<file path="src/rtl/mem_pkg.sv">
`default_nettype none
// ------------------------------------------------------------------
// mem_pkg : access-size/state types and lane helpers for x_mem_seq
// Rev 1.0
// ------------------------------------------------------------------
package mem_pkg;

  typedef enum logic [1:0] {
    MEM_BYTE     = 2'b00,
    MEM_HALF     = 2'b01,
    MEM_WORD     = 2'b10,
    MEM_WORD_ALT = 2'b11
  } mem_size_e;

  typedef enum logic [1:0] {
    ST_IDLE   = 2'b00,
    ST_SECOND = 2'b01,
    ST_MERGE  = 2'b10
  } seq_state_e;

  function automatic logic [3:0] size_mask(input mem_size_e size);
    case (size)
      MEM_BYTE: return 4'b0001;
      MEM_HALF: return 4'b0011;
      default:  return 4'b1111;
    endcase
  endfunction

  function automatic logic [2:0] size_bytes(input mem_size_e size);
    case (size)
      MEM_BYTE: return 3'd1;
      MEM_HALF: return 3'd2;
      default:  return 3'd4;
    endcase
  endfunction

  function automatic logic [31:0] ext(input logic [31:0] data, input mem_size_e size,
                                      input logic sgn);
    case (size)
      MEM_BYTE: return {{24{sgn & data[7]}}, data[7:0]};
      MEM_HALF: return {{16{sgn & data[15]}}, data[15:0]};
      default:  return data;
    endcase
  endfunction

endpackage
`default_nettype wire

</file>
<file path="src/rtl/mem_lane_align.sv">
`default_nettype none
// ------------------------------------------------------------------
// mem_lane_align : byte enables and lane-shifted write data for one beat
// Rev 1.0
// ------------------------------------------------------------------
module mem_lane_align
  import mem_pkg::*;
(
  input  logic [1:0]  offset,
  input  mem_size_e   size,
  input  logic        beat,
  input  logic [31:0] wdata,
  output logic [3:0]  be,
  output logic [31:0] lane_wdata
);

  logic [7:0]  be_span;
  logic [63:0] data_span;

  // Shift across a two-word window; the upper word is what spills into beat 1.
  always_comb begin
    be_span    = {4'b0000, size_mask(size)} << offset;
    data_span  = {32'h0, wdata} << {offset, 3'b000};
    be         = beat ? be_span[7:4] : be_span[3:0];
    lane_wdata = beat ? data_span[63:32] : data_span[31:0];
  end

endmodule
`default_nettype wire

</file>
<file path="src/rtl/x_mem_seq.sv">
`default_nettype none
// ------------------------------------------------------------------
// x_mem_seq : execute-stage data-memory sequencer, splits word-crossing accesses
// Rev 1.0
// ------------------------------------------------------------------
module x_mem_seq
  import mem_pkg::*;
#(
  parameter bit ALLOW_MISALIGNED = 1'b1
) (
  input  logic        clk_i,
  input  logic        rst_ni,
  input  logic        x_mem_req_i,
  input  logic        x_mem_we_i,
  input  logic [1:0]  x_mem_size_i,
  input  logic        x_mem_signed_i,
  input  logic [31:0] x_mem_addr_i,
  input  logic [31:0] x_mem_wdata_i,
  output logic        x_stall_d_o,
  output logic        x_misalign_o,
  output logic        x_rdata_valid_o,
  output logic [31:0] x_rdata_o,
  output logic        dmem_req_o,
  output logic        dmem_we_o,
  output logic [31:0] dmem_addr_o,
  output logic [3:0]  dmem_be_o,
  output logic [31:0] dmem_wdata_o,
  input  logic [31:0] dmem_rdata_i
);

  seq_state_e  state, state_next;
  mem_size_e   req_size;
  logic        split;
  logic        issue, issue_split, second, reject;

  logic        lat_we, lat_sgn;
  mem_size_e   lat_size;
  logic [31:0] lat_addr, lat_wdata, beat0_rdata;

  logic        pend_load;
  logic [1:0]  pend_off;
  mem_size_e   pend_size;
  logic        pend_sgn;

  logic [1:0]  lane_off;
  mem_size_e   lane_size;
  logic [31:0] lane_src, lane_wdata;
  logic [3:0]  lane_be;
  logic [31:0] merge_data, single_data;

  assign req_size = mem_size_e'(x_mem_size_i);
  assign split    = ({1'b0, x_mem_addr_i[1:0]} + size_bytes(req_size)) > 3'd4;

  always_ff @(posedge clk_i) begin
    if (!rst_ni) state <= ST_IDLE;
    else         state <= state_next;
  end

  // MERGE only finishes the pending load, so it takes new requests like IDLE.
  always_comb begin
    state_next  = state;
    issue       = 1'b0;
    issue_split = 1'b0;
    second      = 1'b0;
    reject      = 1'b0;
    case (state)
      ST_SECOND: begin
        second     = 1'b1;
        state_next = lat_we ? ST_IDLE : ST_MERGE;
      end
      default: begin
        state_next = ST_IDLE;
        if (x_mem_req_i) begin
          if (!split) begin
            issue = 1'b1;
          end else if (ALLOW_MISALIGNED) begin
            issue       = 1'b1;
            issue_split = 1'b1;
            state_next  = ST_SECOND;
          end else begin
            reject = 1'b1;
          end
        end
      end
    endcase
  end

  assign lane_off  = second ? lat_addr[1:0] : x_mem_addr_i[1:0];
  assign lane_size = second ? lat_size : req_size;
  assign lane_src  = second ? lat_wdata : x_mem_wdata_i;

  mem_lane_align u_lane_align (
    .offset     (lane_off),
    .size       (lane_size),
    .beat       (second),
    .wdata      (lane_src),
    .be         (lane_be),
    .lane_wdata (lane_wdata)
  );

  assign dmem_req_o   = rst_ni & (issue | second);
  assign dmem_we_o    = second ? lat_we : x_mem_we_i;
  assign dmem_addr_o  = second ? {lat_addr[31:2] + 30'd1, 2'b00} : {x_mem_addr_i[31:2], 2'b00};
  assign dmem_be_o    = lane_be;
  assign dmem_wdata_o = lane_wdata;
  assign x_stall_d_o  = rst_ni & issue_split;
  assign x_misalign_o = rst_ni & reject;

  // Beat 1 supplies the high bytes: view {r1, r0} as one 64-bit window.
  assign merge_data  = ext(32'({dmem_rdata_i, beat0_rdata} >> {lat_addr[1:0], 3'b000}),
                           lat_size, lat_sgn);
  assign single_data = ext(dmem_rdata_i >> {pend_off, 3'b000}, pend_size, pend_sgn);

  always_ff @(posedge clk_i) begin
    if (!rst_ni) begin
      lat_we          <= 1'b0;
      lat_sgn         <= 1'b0;
      lat_size        <= MEM_BYTE;
      lat_addr        <= 32'h0;
      lat_wdata       <= 32'h0;
      beat0_rdata     <= 32'h0;
      pend_load       <= 1'b0;
      pend_off        <= 2'b00;
      pend_size       <= MEM_BYTE;
      pend_sgn        <= 1'b0;
      x_rdata_valid_o <= 1'b0;
      x_rdata_o       <= 32'h0;
    end else begin
      if (issue_split) begin
        lat_we    <= x_mem_we_i;
        lat_sgn   <= x_mem_signed_i;
        lat_size  <= req_size;
        lat_addr  <= x_mem_addr_i;
        lat_wdata <= x_mem_wdata_i;
      end
      if (second) beat0_rdata <= dmem_rdata_i;
      pend_load <= issue & ~issue_split & ~x_mem_we_i;
      if (issue & ~issue_split) begin
        pend_off  <= x_mem_addr_i[1:0];
        pend_size <= req_size;
        pend_sgn  <= x_mem_signed_i;
      end
      x_rdata_valid_o <= pend_load | (state == ST_MERGE);
      if (state == ST_MERGE)  x_rdata_o <= merge_data;
      else if (pend_load)     x_rdata_o <= single_data;
    end
  end

endmodule
`default_nettype wire

</file>
<file path="config.mk">
export PLATFORM = sky130hd
export DESIGN_NAME = x_mem_seq
export DESIGN_NICKNAME = d
export VERILOG_FILES = /design/src/rtl/mem_pkg.sv /design/src/rtl/mem_lane_align.sv /design/src/rtl/x_mem_seq.sv
export SDC_FILE = /design/constraint.sdc
export NUM_CORES = 1
export LEC_CHECK = 0
export BUFFER_PORTS_ARGS = -buffer_cell sky130_fd_sc_hd__buf_2
export CAP_MARGIN = 20
export CORE_ASPECT_RATIO = 1.5
export CORE_UTILIZATION = 56
export DETAILED_ROUTE_END_ITERATION = 7
export PLACE_DENSITY = 0.84
export SLEW_MARGIN = 20
export SYNTH_ARGS = -nofsm -noshare
export SYNTH_HDL_FRONTEND = slang
export SYNTH_SLANG_ARGS = --single-unit
</file>
<file path="constraint.sdc">
create_clock -name clk_i -period 6.55 [get_ports clk_i]
set_input_delay 1.31 -clock clk_i [delete_from_list [all_inputs] [get_ports clk_i]]
set_output_delay 1.31 -clock clk_i [all_outputs]
set_load 0.01 [all_outputs]
</file>
==> summary.txt <==
Run status
  • Outcome: finished, final reports clean

Yosys
  • Yosys warning total: 0
  • Post-Syn Instances: 1072
  • Register area share after synthesis: 32.8%
  • Post-synth top flop: dfxtp_1
  • Synth cell types: 58
  • Ys async rst share: 0%
  • Flops & latches, synth: 133
  • Syn_area_per_cell: 7.57 um^2
  • Number of enable flip-flop cells after synthesis: 0
  • Synthesized area: 8110 um^2

STA
  • Final slew viol count: 0
  • Final hold violation count: 0
  • Worst relative slew slack: 30.3%
  • Crit share post-route: 72.2%
  • Setup_tns: 0 ps
  • RSZ-0062 raised after global routing: false
  • Slew @ Worst Pin: ~1000 ps
  • Worst clock skew: between 8 and 9 ps
  • Hold_ws: 454 ps
  • # setup viols final: 0
  • Final min period: 4730 ps
  • Setup ws final: 1820 ps
  • Achievable Freq: 211 MHz

Worst setup path
  • Critical Path Max Stage Delay: 780 ps
  • R2R depth: 7
  • Kind of critical path: input port to output pin
  • Flop2flop setup slack: between 3000 and 4000 ps
  • Cell family with most CP delay: multiplexers
  • Critical Path RT: 5240 ps
  • Cell Chain, Critical Path: buf_2 -> mux2i_4 -> buf_4 -> mux2i_1 -> o21ai_1 -> a22o_1 -> buf_2
  • Most used cell, CP: buf_2
  • Critical path buffer and inverter count: 3
  • Type of origin of the critical path: input port
  • WP data arrival: 3420 ps
  • Reg-to-reg endpoint: lat_addr[1]
  • Crit path max-delay cell type: mux2i_4
  • CP max FO: 28
  • Critical Path End Type: output pin
  • Reg2Reg Launch Point: state[1]

Place
  • DP HPWL: 17.4 mm
  • IO buf count: 204
  • Placement Setup Slack: between 1500 and 2000 ps
  • Placed Area: 9080 um^2
  • GPL Wtd Cong: 0.957

Finish
  • Fin area: 9680 um^2
  • Layout cells sized above 1: 22.7%
  • Area Overhead vs Synth: 19.4%
  • Layout Nets: 1322
  • Filler Cells Inserted: 1235

Flow run
  • Number of max-cap violations: 0

CTS
  • CTS Buffer Depth: 2
  • Clock latency at the later pin of the worst-skew pair: 420 ps
  • Clock Sinks: between 100 and 150
  • Htree depth: 4
  • Root Driver: clkbuf_16
  • CTS resizes: 0
  • Inserted Clock Buffers: 17
  • CTS tree: built
  • Hold-fix buffers, CTS: 0
  • Setup Buffers After CTS: 0
  • Clock-pin transition on the worst setup and hold timing paths: 60 ps

Global route
  • Initial antenna violation count: 1
  • Gr ovfl total: 0
  • Vias in the first global route: 7967
  • Gr usage total: 33.7%
  • First-pass GRT wire length: 39.5 mm
  • Pin count of the biggest net entering global routing: 107

Routing
  • DRT antenna net count: 0
  • Post-DR wirelength/cell: 17.7 um
  • Vias after detailed routing: around 8600
  • Wire length on met1: 9.09 mm
  • Initial drt markers: 506
  • Met2 wire len: 12.4 mm
  • Wirelength, routed: between 20 and 30 mm
  • Top routing layer in use: met4
  • # DRC: 0
  • Vias/cell: 6.03
  • First-pass iteration count of the detailed router: 5
  • DR WL met3: 1.99 mm

Power and ir drop
  • Cell Pwr Density: 236 nW/um^2
  • VDD IR-drop max: 219 uV
  • Pleak: 3.77 nW
  • Tot Pwr: 2.29 mW

Min path
  • Hold Crit Depth: 2
  • Min-Delay Endpoint: lat_wdata[9]
  • Worst Hold Class: flip-flop to flip-flop
  • Hold_sp: lat_wdata[9]

Floorplan
  • Initial core utilization: 57.7%
  • Io pins: 208
  • Core Footprint: 14100 um^2
  • Die width: 100 um
  • Die area: between 10000 and 15000 um^2
  • Die extent in y: ~150 um
  • # rows: 53
worst max path at each step:
| stage | to | slack [ps] | start | depth (start not counted) |
|---|---|---|---|---|
| 2_1_floorplan | x_stall_d_o | 2320 | x_mem_size_i[1] | 10 |
| 3_3_place_gp | dmem_wdata_o[20] | 1900 | x_mem_addr_i[0] | 7 |
| 3_5_place_dp | dmem_wdata_o[19] | 1840 | x_mem_addr_i[0] | 7 |
| 4_1_cts | dmem_wdata_o[19] | 1850 | x_mem_addr_i[0] | 7 |
| 5_1_grt | dmem_wdata_o[21] | 1690 | x_mem_addr_i[0] | 7 |
| 6_report | dmem_wdata_o[19] | 1820 | x_mem_addr_i[0] | 7 |
cell usage after synthesis (2+ instances only):
cell type / instances / share of area (%)
nand2_1: 263 / 12
dfxtp_1: 133 / 33
a21oi_1: 111 / 6.8
mux2i_1: 87 / 11
clkbuf_1: 60 / 2.8
o21ai_0: 38 / 2.3
o21ai_1: 36 / 2.2
a211oi_1: 32 / 3.0
nor2_1: 26 / 1.2
nor2b_1: 26 / 2.0
o22ai_1: 24 / 1.9
xnor2_1: 22 / 2.4
nand3_1: 21 / 1.3
buf_2: 17 / 1.0
inv_1: 11 / 0.51
nor3_1: 11 / 0.68
a22oi_1: 10 / 0.93
a22o_1: 9 / 0.97
mux2_2: 8 / 1.1
o211ai_1: 8 / 0.74
o21a_1: 8 / 0.74
o31a_1: 8 / 0.86
or2_2: 8 / 0.62
a221o_1: 7 / 0.86
a221oi_1: 7 / 0.76
a311oi_1: 7 / 0.76
buf_1: 7 / 0.32
buf_4: 7 / 0.65
xor2_1: 7 / 0.76
nand4_1: 6 / 0.46
and4_1: 4 / 0.43
and2b_1: 3 / 0.28
and3_1: 3 / 0.23
buf_6: 3 / 0.42
nand2b_1: 3 / 0.23
nand3b_1: 3 / 0.28
a31oi_1: 2 / 0.15
and2_1: 2 / 0.15
ha_1: 2 / 0.31
mux2i_4: 2 / 0.56
nor4_1: 2 / 0.15
nor4_2: 2 / 0.31
worst reg2reg max path: stages, from the launching register on:
cell      delay, ps
dfxtp_1         410
nand2b_4        200
buf_4           800
nand2_1         250
nor2_4          780
buf_4           400
nand2_1          80
a21oi_1         160
through the flow:
| stage | utilization, % | std cells |
|---|---|---|
| after floorplan | - | 1074 |
| after global placement | 64.6 | 1389 |
| after detailed placement | 64.6 | 1389 |
| after CTS | 68.8 | 1421 |
| after global routing | 68.9 | 1422 |
| final | 68.9 | 1424 |
logic make-up (layout without fill, tap and decap cells):
kind of cell / Yosys count / in the layout / synth area share [%]
buf+inv: 105 / 260 / 5.72
fa+ha+maj: 3 / 3 / 0.555
flops: 133 / 133 / 32.8
other cells: 1 / 6 / 0.0462
compound gates: 313 / 313 / 23.8
xor+xnor: 29 / 29 / 3.13
mux: 98 / 98 / 12.7
simple gates: 390 / 390 / 21.3
where the power goes:
part / internal [mW] / switching, mW
Clock: 0.573 / 0.382
Combinational: 0.174 / 0.268
Sequential: 0.852 / 0.0411
routing by layer:
layer	global-route usage [%]	vias to the layer above
li1	-	4070
met1	36.5	3952
met2	57.3	437
met3	8.11	121
met4	23.6	0
met5	0	-
flip-flops by register name, summed over array words and instances, names as in the netlist, 2 cells and up:
name	cells
beat0_rdata	32
lat_addr	32
x_rdata_o	32
lat_wdata	24
lat_size	2
pend_off	2
pend_size	2
state	2
cell usage in the layout (no fill, tap or decap), types with 13 or more instances in the layout:
cell type,netlist,routed
nor2_1,26,25
o21ai_0,38,38
o21ai_1,36,36
o22ai_1,24,24
nand3_1,21,21
buf_2,17,204
mux2i_1,87,87
clkbuf_16,0,17
a211oi_1,32,32
buf_4,7,13
dfxtp_1,133,132
xnor2_1,22,22
nand2_1,263,263
nor2b_1,26,25
a21oi_1,111,111
area by class of cell:
type | instances | area (um^2) | share of cell area, %
Clock inverter | 14 | 153 | 1.58
Timing Repair Buffer | 217 | 1120 | 11.6
Multi-Input combinational cell | 836 | 5020 | 51.8
Sequential cell | 133 | 2660 | 27.5
Clock buffer | 18 | 439 | 4.53
Inverter | 11 | 42.5 | 0.439
Antenna cell | 3 | 7.51 | 0.0775
Tap cell | 192 | 240 | 2.48
Note: power is estimated with default switching activity, not from simulation.
